### src/rtl/muldiv_unit.sv
// ============================================================================
// muldiv_unit
// ----------------------------------------------------------------------------
// Iterative multiply/divide unit owning the HI/LO register pair.
//   MULT/MULTU : {hi,lo} = full 2*WIDTH-bit product (signed / unsigned)
//   DIV/DIVU   : lo = quotient (truncated toward zero), hi = remainder
//                (signed remainder follows the dividend's sign)
//   MTHI/MTLO  : single-edge move of 'a' into hi or lo
// One shift-add / restoring-subtract step is taken per cycle, so an accepted
// multiply or divide keeps 'busy' high for exactly WIDTH cycles, writes hi/lo
// on the WIDTH-th edge and pulses 'done' in the following cycle.
//
// Ports
//   clk          in   1      rising-edge clock
//   rst          in   1      synchronous reset, active-high
//   start        in   1      request strobe (ignored while busy)
//   op           in   3      000 MULT, 001 MULTU, 010 DIV, 011 DIVU,
//                            100 MTHI, 101 MTLO, others NOP
//   a            in   WIDTH  multiplicand / dividend / move source
//   b            in   WIDTH  multiplier / divisor
//   busy         out  1      iteration in progress
//   done         out  1      one-cycle pulse after hi/lo were updated
//   div_by_zero  out  1      qualified by done; DIV/DIVU with b==0
//   hi           out  WIDTH  HI register
//   lo           out  WIDTH  LO register
// ============================================================================
module muldiv_unit #(
    parameter int WIDTH = 32
) (
    input  logic             clk,
    input  logic             rst,
    input  logic             start,
    input  logic [2:0]       op,
    input  logic [WIDTH-1:0] a,
    input  logic [WIDTH-1:0] b,
    output logic             busy,
    output logic             done,
    output logic             div_by_zero,
    output logic [WIDTH-1:0] hi,
    output logic [WIDTH-1:0] lo
);

    localparam int CW = $clog2(WIDTH + 1);

    localparam logic [2:0] OP_MTHI = 3'b100;
    localparam logic [2:0] OP_MTLO = 3'b101;

    typedef enum logic [1:0] {
        S_IDLE   = 2'b00,
        S_RUN    = 2'b01,
        S_FINISH = 2'b10
    } state_t;

    // ------------------------------------------------------------------------
    // Helpers
    // ------------------------------------------------------------------------
    // Two's-complement negate of a WIDTH-bit value when 'neg' is set.
    function automatic logic [WIDTH-1:0] cond_neg_w(input logic [WIDTH-1:0] v,
                                                   input logic             neg);
        logic [WIDTH-1:0] res;
        if (neg) begin
            res = {WIDTH{1'b0}} - v;
        end else begin
            res = v;
        end
        return res;
    endfunction

    // Two's-complement negate of a 2*WIDTH-bit value when 'neg' is set.
    function automatic logic [2*WIDTH-1:0] cond_neg_d(input logic [2*WIDTH-1:0] v,
                                                     input logic               neg);
        logic [2*WIDTH-1:0] res;
        if (neg) begin
            res = {(2*WIDTH){1'b0}} - v;
        end else begin
            res = v;
        end
        return res;
    endfunction

    // ------------------------------------------------------------------------
    // Registers
    // ------------------------------------------------------------------------
    state_t             r_state;
    logic [CW-1:0]      r_cnt;
    // Working register: multiply -> {partial product, remaining multiplier};
    // divide -> {partial remainder, dividend bits / quotient bits}.
    logic [2*WIDTH-1:0] r_p;
    logic [WIDTH-1:0]   r_d;        // multiplicand / divisor magnitude
    logic               r_is_div;
    logic               r_neg_lo;   // negate product / quotient at the end
    logic               r_neg_hi;   // negate remainder at the end (divide only)
    logic [WIDTH-1:0]   r_hi;
    logic [WIDTH-1:0]   r_lo;
    logic               r_busy;
    logic               r_done;
    logic               r_dbz;

    // ------------------------------------------------------------------------
    // Wires
    // ------------------------------------------------------------------------
    state_t             w_state_nxt;
    logic               w_can_accept;
    logic               w_accept_run;
    logic               w_accept_dbz;
    logic               w_mthi;
    logic               w_mtlo;
    logic               w_signed;
    logic               w_sign_a;
    logic               w_sign_b;
    logic [WIDTH-1:0]   w_a_mag;
    logic [WIDTH-1:0]   w_b_mag;
    logic               w_neg_lo;
    logic               w_neg_hi;
    logic               w_last;
    logic [WIDTH:0]     w_mul_sum;
    logic [2*WIDTH-1:0] w_mul_step;
    logic [WIDTH:0]     w_div_shift;
    logic               w_div_ge;
    logic [WIDTH-1:0]   w_div_sub;
    logic [WIDTH-1:0]   w_div_rem;
    logic [2*WIDTH-1:0] w_div_step;
    logic [2*WIDTH-1:0] w_step;
    logic [2*WIDTH-1:0] w_prod_fix;
    logic [WIDTH-1:0]   w_hi_res;
    logic [WIDTH-1:0]   w_lo_res;
    logic               w_busy_nxt;
    logic               w_done_nxt;
    logic               w_dbz_nxt;

    // Request decode: a request is only seen outside RUN; op[2]==0 selects
    // the iterative operations, op[1] selects divide, op[0]==0 means signed.
    always_comb begin
        w_can_accept = start && (r_state != S_RUN);
        w_accept_run = 1'b0;
        w_accept_dbz = 1'b0;
        if (w_can_accept && (op[2] == 1'b0)) begin
            if (op[1] && (b == {WIDTH{1'b0}})) begin
                w_accept_dbz = 1'b1;
            end else begin
                w_accept_run = 1'b1;
            end
        end else begin
            w_accept_run = 1'b0;
            w_accept_dbz = 1'b0;
        end
        w_mthi = w_can_accept && (op == OP_MTHI);
        w_mtlo = w_can_accept && (op == OP_MTLO);
    end

    // Operand magnitudes and result-sign flags captured at acceptance.
    always_comb begin
        w_signed = (op[0] == 1'b0);
        w_sign_a = w_signed && a[WIDTH-1];
        w_sign_b = w_signed && b[WIDTH-1];
        w_a_mag  = cond_neg_w(a, w_sign_a);
        w_b_mag  = cond_neg_w(b, w_sign_b);
        w_neg_lo = w_sign_a ^ w_sign_b;
        if (op[1]) begin
            w_neg_hi = w_sign_a;
        end else begin
            w_neg_hi = w_sign_a ^ w_sign_b;
        end
    end

    // One iteration step for both algorithms, plus final sign correction.
    always_comb begin
        // Shift-add: conditionally add multiplicand into the upper half,
        // then shift the whole register right by one.
        if (r_p[0]) begin
            w_mul_sum = {1'b0, r_p[2*WIDTH-1:WIDTH]} + {1'b0, r_d};
        end else begin
            w_mul_sum = {1'b0, r_p[2*WIDTH-1:WIDTH]};
        end
        w_mul_step = {w_mul_sum, r_p[WIDTH-1:1]};

        // Restoring divide: bring down the next dividend bit and subtract
        // the divisor if it fits. The difference is below the divisor, so
        // the low WIDTH bits of the modular subtraction are exact.
        w_div_shift = {r_p[2*WIDTH-1:WIDTH], r_p[WIDTH-1]};
        w_div_ge    = (w_div_shift >= {1'b0, r_d});
        w_div_sub   = w_div_shift[WIDTH-1:0] - r_d;
        if (w_div_ge) begin
            w_div_rem = w_div_sub;
        end else begin
            w_div_rem = w_div_shift[WIDTH-1:0];
        end
        w_div_step = {w_div_rem, r_p[WIDTH-2:0], w_div_ge};

        if (r_is_div) begin
            w_step = w_div_step;
        end else begin
            w_step = w_mul_step;
        end

        w_prod_fix = cond_neg_d(w_step, r_neg_lo);
        if (r_is_div) begin
            w_hi_res = cond_neg_w(w_step[2*WIDTH-1:WIDTH], r_neg_hi);
            w_lo_res = cond_neg_w(w_step[WIDTH-1:0], r_neg_lo);
        end else begin
            w_hi_res = w_prod_fix[2*WIDTH-1:WIDTH];
            w_lo_res = w_prod_fix[WIDTH-1:0];
        end
        w_last = (r_cnt == CW'(1));
    end

    // FSM state register.
    always_ff @(posedge clk) begin
        if (rst) begin
            r_state <= S_IDLE;
        end else begin
            r_state <= w_state_nxt;
        end
    end

    // FSM next-state logic; FINISH accepts a new request just like IDLE.
    always_comb begin
        w_state_nxt = r_state;
        case (r_state)
            S_IDLE, S_FINISH: begin
                if (w_accept_run) begin
                    w_state_nxt = S_RUN;
                end else if (w_accept_dbz) begin
                    w_state_nxt = S_FINISH;
                end else begin
                    w_state_nxt = S_IDLE;
                end
            end
            S_RUN: begin
                if (w_last) begin
                    w_state_nxt = S_FINISH;
                end else begin
                    w_state_nxt = S_RUN;
                end
            end
            default: begin
                w_state_nxt = S_IDLE;
            end
        endcase
    end

    // FSM output decode from the next state, so the flags can be registered
    // and still line up with the state they describe.
    always_comb begin
        w_busy_nxt = 1'b0;
        w_done_nxt = 1'b0;
        w_dbz_nxt  = 1'b0;
        case (w_state_nxt)
            S_RUN: begin
                w_busy_nxt = 1'b1;
            end
            S_FINISH: begin
                w_done_nxt = 1'b1;
                w_dbz_nxt  = w_accept_dbz;
            end
            default: begin
                w_busy_nxt = 1'b0;
                w_done_nxt = 1'b0;
                w_dbz_nxt  = 1'b0;
            end
        endcase
    end

    // Registered status outputs.
    always_ff @(posedge clk) begin
        if (rst) begin
            r_busy <= 1'b0;
            r_done <= 1'b0;
            r_dbz  <= 1'b0;
        end else begin
            r_busy <= w_busy_nxt;
            r_done <= w_done_nxt;
            r_dbz  <= w_dbz_nxt;
        end
    end

    // Iteration datapath: load operands on acceptance, step while running.
    always_ff @(posedge clk) begin
        if (rst) begin
            r_cnt    <= {CW{1'b0}};
            r_p      <= {(2*WIDTH){1'b0}};
            r_d      <= {WIDTH{1'b0}};
            r_is_div <= 1'b0;
            r_neg_lo <= 1'b0;
            r_neg_hi <= 1'b0;
        end else if (r_state == S_RUN) begin
            r_p   <= w_step;
            r_cnt <= r_cnt - CW'(1);
        end else if (w_accept_run) begin
            r_cnt    <= CW'(WIDTH);
            r_p      <= {{WIDTH{1'b0}}, w_a_mag};
            r_d      <= w_b_mag;
            r_is_div <= op[1];
            r_neg_lo <= w_neg_lo;
            r_neg_hi <= w_neg_hi;
        end else begin
            r_cnt <= r_cnt;
            r_p   <= r_p;
        end
    end

    // HI/LO architectural registers: written only by moves or by the final
    // iteration, so reads during RUN see the previous values.
    always_ff @(posedge clk) begin
        if (rst) begin
            r_hi <= {WIDTH{1'b0}};
            r_lo <= {WIDTH{1'b0}};
        end else if ((r_state == S_RUN) && w_last) begin
            r_hi <= w_hi_res;
            r_lo <= w_lo_res;
        end else begin
            if (w_mthi) begin
                r_hi <= a;
            end else begin
                r_hi <= r_hi;
            end
            if (w_mtlo) begin
                r_lo <= a;
            end else begin
                r_lo <= r_lo;
            end
        end
    end

    assign busy        = r_busy;
    assign done        = r_done;
    assign div_by_zero = r_dbz;
    assign hi          = r_hi;
    assign lo          = r_lo;

endmodule

### config.mk
export PLATFORM = sky130hd
export DESIGN_NAME = muldiv_unit
export DESIGN_NICKNAME = d
export VERILOG_FILES = /design/src/rtl/muldiv_unit.sv
export SDC_FILE = /design/constraint.sdc
export NUM_CORES = 1
export LEC_CHECK = 0
export ABC_AREA = 0
export CAP_MARGIN = 10
export CORE_MARGIN = 2
export CORE_UTILIZATION = 30
export DETAILED_ROUTE_END_ITERATION = 10
export GPL_TIMING_DRIVEN = 0
export PLACE_DENSITY = 0.5
export SKIP_LAST_GASP = 1
export SYNTH_ARGS = -nofsm -noshare
export SYNTH_HDL_FRONTEND = slang
export SYNTH_SLANG_ARGS = --single-unit
### constraint.sdc
create_clock -name clk -period 5.04 [get_ports clk]
set_input_delay 0.756 -clock clk [delete_from_list [all_inputs] [get_ports clk]]
set_output_delay 0.756 -clock clk [all_outputs]
set_load 0.05 [all_outputs]
==> summary.md, run 1 <==
| Metric | Value |
|---|---|
| Initial core utilization | `0.3036` |
| Post-DP HPWL | `between 60000 and 70000 microns` |
| Antenna-violating nets left | `0` |
| Period utilization | `1.011` |
| RSZ-0062 raised after global routing | `yes` |
| Fin. max-slew vios | `0` |
| # diodes | `0` |
| Die X-Extent | `232.1 microns` |
| Cell Int Power | `0.002900 W` |
| Final Hold Viols | `0` |
| Logic gate share of total power | `0.386` |
| Hold-fix buffers at CTS | `0` |
| Sequential share of power | `0.309` |
| Util after Layout | `0.3825` |
| Fillers | `5444` |
| Net Sw Frac | `0.4042` |
| GRT Residual Overflow | `0` |
| WL final | `75800 microns` |
| Avg Cell Area, Syn | `7.323 sq um` |
| CTS tree | `yes` |
| Tot Pwr | `0.004867 W` |
| Synthesis-to-finish area growth | `26.00%` |
| Pin count of the biggest net entering global routing | `17` |
| Final min period | `5.098 ns` |
| Number of flops mapped to enable cells by yosys | `0` |
| Die Span Y | `232.1 microns` |
| VDD IR max | `0.3155 mV` |
| Post-synthesis instance total | `roughly 2100` |
| Final worst hold slack | `~0.47 ns` |
| Final worst slack | `-0.05753 ns` |
| Longest Clk Path Bufs | `2` |
| CTS Sinks | `174` |
| Max Clk Rate | `196.2 MHz` |
| Post-Syn Nets | `2273` |
| Share of cells above drive strength 1 | `0.1304` |
| H-Tree Level Count | `4` |
| FF+latch count, synth | `about 170` |
| Failing checks | `setup timing` |
| Boundary Pins | `about 140` |
| Core area | `51410 sq um` |
| Die ar. | `53860 sq um` |
| MaxCap Viol Count | `0` |
| TritonRoute pass-1 iters | `6` |
| Power density over cell area | `247.5 nW/um^2` |
| First-pass GRT wire length | `between 100000 and 150000 microns` |
| Avg Vias per Cell | `5.869` |
| Hold Crit Class | `register to register` |
| Nets | `2475` |
| Placed cell count | `2941` |
| Type of the worst setup path | `register to register` |
| Yosys warns | `0` |
| WP data arrival | `roughly 5.5 ns` |
| Port bufs | `129` |
| Initial drt markers | `1670` |
| CP endpoint kind | `register` |
| Vias in the first global route | `16500` |
| GRT Util Overall | `0.2751` |
| CP bufs+invs | `5` |
| Ys async rst share | `0` |
| Drc violations | `0` |
| Routed via count | `17760` |
| CTS Buf Count | `17` |
| WP data required | `5.47 ns` |
| Clk_lat worst skew | `between 0.5 and 0.6 ns` |
| Top FF cell, synth | `dfxtp_1` |
| Worst Setup Start Kind | `register` |
| Slew HR | `0.1991` |
| Worst slew pin tran | `1.201 ns` |
| Seq/Total Area, Yosys | `0.2232` |
| Family with the most delay on the worst path | `simple AND/OR/NAND/NOR gates` |
| Max incr delay on CP | `0.58 ns` |
| Clock share of power | `0.305` |
| Final Non-Filler Cells | `3026` |
| Max stage delay cell, worst path | `or4_4` |
| Worst-case clock skew | `0.01311 ns` |
| Yosys cell types | `92` |
| FP Rows | `83` |
| Drt wl/cell | `25.05 microns` |
| Status | `finished, violations left` |
| Static Leak | `around 7.3 nW` |
| Final GP Congestion | `0.9510` |
| Synth Cell Area | `15600 sq um` |
| Clk slew on worst S/H paths | `0.07 ns` |
| Crit-path max FO | `4` |
| Final setup vio count | `1` |
| Initial antenna violation count | `1` |
| Root Driver | `clkbuf_16` |
| Switching Power | `0.001967 W` |
## power groups by stage
stage	registers, W	logic (W)	clock network, W
after floorplan	0.00157	0.000989	0
after global placement	0.00153	0.00163	0
after detailed placement	0.00153	0.00163	0
after CTS	0.00150	0.00173	0.00151
after global routing	0.00151	0.00199	0.00156
final	0.00150	0.00188	0.00148
## state kept, by name (all words and copies together) (netlist names), 2 cells and up
register  cells
r_p          64
r_state       2
hi           32
r_d          32
r_cnt         6
lo           32
## worst paths after layout
| check | slack, ns | startpoint | end | cells past startpoint |
|---|---|---|---|---|
| worst max register to register | -0.06 | r_p[31] | hi[18] | 25 |
| worst max-delay path | -0.06 | r_p[31] | hi[18] | 25 |
| worst min register to register | 0.47 | r_d[28] | r_d[28] | 2 |
| worst min-delay path | 0.47 | r_d[28] | r_d[28] | 2 |
## kinds of logic (layout without fill, tap and decap cells)
logic type / after synthesis / after routing / share of synthesized area
simple gates: 747 / 747 / 0.2315
flops: 174 / 174 / 0.2232
buf+inv: 218 / 433 / 0.05524
compound gates: 673 / 673 / 0.2846
fa+ha+maj: 72 / 72 / 0.05869
mux: 96 / 96 / 0.06198
xor+xnor: 151 / 151 / 0.08475
## layer usage
layer	GRT usage	part of all wire	vias up
met5	0	0.00015	-
met4	0.1064	0.036	2
met3	0.05329	0.079	125
met2	0.4326	0.44	823
met1	0.3694	0.44	8561
li1	-	-	8250
## Yosys cell counts (22+ instances only)
master	n	area, sq um
inv_1	71	266.5
xnor2_1	70	613.1
xor2_1	81	709.4
ha_1	70	875.8
a21o_1	22	165.2
nor2b_1	31	193.9
nor3_1	47	235.2
nand2_1	176	660.6
mux2i_1	91	910.9
o21ai_0	92	460.4
dfxtp_1	174	3483
clkbuf_1	114	427.9
nand4_1	29	181.4
o22ai_1	35	219.0
a211oi_1	116	870.8
a21oi_1	194	970.9
a31oi_1	42	262.8
nand3_1	62	310.3
nor2_1	253	949.7
## cell type report
cell class	count	area, sq um	share of cell area
Inverter	71	270.3	0.01374
Clock buffer	19	442.9	0.02253
Tap cell	680	850.8	0.04327
Multi-Input combinational cell	1739	11910	0.6056
Clock inverter	13	176.4	0.008972
Buffer	139	681.9	0.03468
Sequential cell	174	3578	0.1820
Timing Repair Buffer	191	1754	0.08921
## per-stage QoR
step | TNS (ns) | instance area (sq um) | worst slack, ns
finish | -0.05753 | 19660 | -0.05753
global route | -0.3691 | 19660 | -0.1531
CTS | -0.4484 | 18870 | -0.1317
detailed placement | -66.22 | 17760 | -2.706
global placement | -68.97 | 17750 | -2.826
floorplan | 0 | 15610 | 0.002316
## layout by cell type, fill, tap and decap left out, types with 14 or more instances in the layout
cell             instances
dfxtp_2                 34
o211ai_1                18
inv_1                   64
o21ai_0                 84
buf_4                   63
nand2_1                175
nand3_1                 59
clkdlybuf4s50_1        129
nand4_1                 29
dfxtp_1                126
nor4_1                  15
nor2b_1                 30
a21o_1                  22
nor3_1                  46
mux2i_1                 90
xnor2_1                 70
and3_1                  14
o22ai_1                 34
dfxtp_4                 14
o21a_1                  15
nand2b_1                20
a31oi_1                 41
buf_1                   15
or3_1                   17
ha_4                    19
ha_1                    44
o31ai_1                 18
clkbuf_1                96
xor2_1                  81
nor2_1                 251
clkbuf_16               17
a211oi_1               113
a21oi_1                183
## worst register-to-register path, stage by stage (launching register included)
cell	delay, ns
dfxtp_1	0.36
inv_2	0.09
ha_1	0.33
and3_2	0.27
nand4_1	0.12
or4_4	0.16
a22oi_2	0.10
a21oi_4	0.23
buf_8	0.16
buf_12	0.11
a21oi_4	0.06
a21o_1	0.19
inv_1	0.06
ha_2	0.18
o211ai_1	0.14
or4_4	0.58
or2_4	0.32
nor2_4	0.14
nor2_4	0.05
o21ai_2	0.16
nand4_1	0.22
buf_4	0.24
o41ai_4	0.24
xnor2_1	0.18
nor2_1	0.09
a211oi_1	0.22
## timing repair
| item | in CTS | in global routing |
|---|---|---|
| pin swaps | 15 | 37 |
| setup endpoints to repair | 61 | 48 |
| buffers inserted | 21 | 40 |
| cloned | 0 | 0 |
| resized for setup | 103 | 131 |
Note: power is estimated with default switching activity, not from simulation.
==> inputs of run 2 (changes only) <==
--- a/config.mk
+++ b/config.mk
@@ -8,11 +8,12 @@
 export ABC_AREA = 0
 export CAP_MARGIN = 10
 export CORE_MARGIN = 2
-export CORE_UTILIZATION = 30
+export CORE_UTILIZATION = 54
 export DETAILED_ROUTE_END_ITERATION = 10
 export GPL_TIMING_DRIVEN = 0
-export PLACE_DENSITY = 0.5
+export PLACE_DENSITY = 0.79
 export SKIP_LAST_GASP = 1
 export SYNTH_ARGS = -nofsm -noshare
 export SYNTH_HDL_FRONTEND = slang
 export SYNTH_SLANG_ARGS = --single-unit
+export TNS_END_PERCENT = 10
==> run 2 against run 1 <==
Against the previous run: first-iteration DRC count is 61% higher; largest power group unchanged; maximum frequency is 2.2% lower; wire length is 6.0% lower; sequential share of layout area is 0.70 points higher; sequential cell count stayed put; the flow still finishes with violations (setup timing); non-clock buffer count is 35 lower; die area is 44% lower; core utilization is 27 points higher; setup slack worse by 0.12 ns; critical path type unchanged.
==> summary.md, run 2 (same netlist as run 1, synthesis figures left out) <==
| Metric | Value |
|---|---|
| Status | `finished, violations left` |
| Failing checks | `setup timing` |
| Static Leak | `7.007 nW` |
| CP bufs+invs | `6` |
| Max Clk Rate | `191.8 MHz` |
| GRT Util Overall | `0.4567` |
| Worst hold start | `r_d[0]` |
| First-pass GRT wire length | `105500 microns` |
| TritonRoute pass-1 iters | `8` |
| Highest routed layer | `met5` |
| WP data arrival | `5.59 ns` |
| Setup crit start | `r_is_div` |
| Design Area, Final | `18560 sq um` |
| Reg-to-reg critical path startpoint | `r_is_div` |
| DR WL met2 | `31410 microns` |
| CTS Sinks | `174` |
| Tot Pwr | `between 0.004 and 0.005 W` |
| Final setup vio count | `9` |
| Pin count of the biggest net entering global routing | `20` |
| R2r endpoint | `hi[18]` |
| Largest register FFs | `64` |
| Final Non-Filler Cells | `between 2000 and 3000` |
| Reg-to-reg slack, setup | `-0.17 ns` |
| Die Span Y | `approximately 170 microns` |
| Boundary Pins | `between 100 and 150` |
| Final min period | `5.214 ns` |
| MaxCap Viol Count | `0` |
| Routed via count | `18490` |
| Nets | `between 2000 and 2500` |
| Commonest non-fill, non-tap cells in the layout | `nor2_1 (251), a21oi_1 (187), nand2_1 (176), dfxtp_1 (157), clkdlybuf4s50_1 (129)` |
| Fin. max-slew vios | `0` |
| Crit-path max FO | `10` |
| Final worst slack | `-0.1740 ns` |
| Max stage delay cell, worst path | `or4_4` |
| Core area | `28550 sq um` |
| Drt wl/cell | `26.44 microns` |
| # diodes | `0` |
| Share of cells above drive strength 1 | `0.08784` |
| Period utilization | `1.035` |
| Type of the worst setup path | `register to register` |
| Power density over cell area | `252.2 nW/um^2` |
| Met3 wire length | `roughly 8200 microns` |
| Worst hold path depth | `2` |
| Commonest non-fill, non-tap cell in the layout | `nor2_1` |
| Placed cell count | `2647` |
| CTS tree | `yes` |
| Clk_lat worst skew | `0.47 ns` |
| Synthesis-to-finish area growth | `18.91%` |
| Clk slew on worst S/H paths | `approximately 0.08 ns` |
| Cell Area, Placed | `17400 sq um` |
| GRT Residual Overflow | `0` |
| Hold Crit Class | `register to register` |
| H-Tree Level Count | `4` |
| Hold-fix buffers at CTS | `0` |
| Die ar. | `30270 sq um` |
| Post-DP HPWL | `55880 microns` |
| Root Driver | `clkbuf_16` |
| M1 WL | `26190 microns` |
| Die X-Extent | `~170 microns` |
| Port bufs | `roughly 130` |
| Worst Setup Start Kind | `register` |
| WP data required | `5.42 ns` |
| Initial drt markers | `2685` |
| Family with the most delay on the worst path | `buffers and inverters` |
| Worst-case clock skew | `just under 0.02 ns` |
| Final GP Congestion | `1.039` |
| Final Hold Viols | `0` |
| Worst slack, placed | `-2.356 ns` |
| Initial core utilization | `0.5466` |
| Worst r2r path cells | `19` |
| Slew HR | `0.2043` |
| Cell mode on critical path | `clkbuf_8` |
| Fillers | `roughly 2600` |
| RSZ-0062 raised after global routing | `yes` |
| Max incr delay on CP | `0.55 ns` |
| Worst slew pin tran | `1.194 ns` |
| Hold endpoint | `r_d[0]` |
| CP endpoint kind | `register` |
| Antenna-violating nets left | `0` |
| Avg Vias per Cell | `roughly 6.9` |
| Vias in the first global route | `17590` |
| Cell chain of the critical path | `clkbuf_8, clkbuf_8, buf_4, clkbuf_4, clkbuf_8, buf_4, mux2i_2, ha_1, o211ai_1, or4_4, or2_4, nor2_4, nor2_4, o21ai_2, nand4_1, o41ai_2, xnor2_1, nor2_1, a211oi_1` |
| FP Rows | `between 60 and 70` |
| CTS Buf Count | `17` |
| WL final | `about 71000 microns` |
| Largest reg by FF count | `r_p` |
| VDD IR max | `0.1941 mV` |
| Drc violations | `0` |
| Initial antenna violation count | `3` |
| Longest Clk Path Bufs | `2` |
-- run 2: cell types whose count changed in the layout (fill, tap and decap cells not counted), moves of 6 or more --
| cell | previous run | this run |
|---|---|---|
| ha_1 | 44 | 62 |
| dfxtp_1 | 126 | 157 |
| inv_1 | 64 | 71 |
| ha_4 | 19 | 4 |
| dfxtp_4 | 14 | 1 |
| inv_2 | 6 | 0 |
| buf_4 | 63 | 31 |
| dfxtp_2 | 34 | 16 |
-- run 2: layout make-up --
cell class,count,area (sq um),area share
clock inverter,15,170.2,0.009170
tap,384,480.5,0.02589
multi-input combinational,1739,11570,0.6236
timing repair buffer,156,1489,0.08024
sequential,174,3507,0.1890
inverter,71,266.5,0.01436
clock buffer,17,425.4,0.02293
buffer,139,645.6,0.03479
-- run 2: how the worst max path moves through the flow --
stage | endpoint | slack [ns] | cells past startpoint
floorplan | hi[18] | 0.002 | 20
global placement | hi[26] | -2.43 | 20
detailed placement | hi[18] | -2.36 | 20
CTS | hi[18] | -0.13 | 19
global route | hi[30] | -0.23 | 21
finish | hi[18] | -0.17 | 19
-- run 2: per-layer routing --
| metal | GRT usage | up-vias |
|---|---|---|
| met5 | 0 | - |
| met4 | 0.2997 | 8 |
| met3 | 0.1043 | 342 |
| met2 | 0.7387 | 1336 |
| met1 | 0.5441 | 8636 |
| li1 | - | 8170 |
-- run 2: power breakdown --
group | switching [W] | internal (W) | total [W]
clock network | 0.000722 | 0.000671 | 0.00139
logic | 0.00118 | 0.000604 | 0.00178
registers | 0.0000642 | 0.00144 | 0.00150
-- run 2: what timing repair did --
action,in CTS,in global routing
resized for setup,79,33
pin swaps,10,10
endpoints found under the hold margin,0,0
setup endpoints to repair,45,39
setup buffers,14,10
-- run 2: worst reg2reg max path: cells and delay by family, from the launching register on --
family,cells,cell delay [ns]
buffers and inverters,6,1.66
AND/OR/NAND/NOR,6,1.43
AO/OA/AOI/OAI,4,0.89
flip-flops,1,0.45
multiplexers,1,0.30
adder cells (fa/ha/maj),1,0.25
XOR/XNOR,1,0.17
-- run 2: through the flow --
| stage | utilization | setup TNS, ns | hold WS (ns) |
|---|---|---|---|
| 6_report | 0.6500 | -0.6189 | 0.4853 |
| 5_1_grt | 0.6500 | -2.581 | 0.4989 |
| 4_1_cts | 0.6418 | -0.5370 | 0.4837 |
| 3_5_place_dp | 0.6095 | -47.13 | 0.4737 |
| 3_3_place_gp | 0.6089 | -50.81 | 0.4641 |
| 2_1_floorplan | - | 0 | 0.4486 |
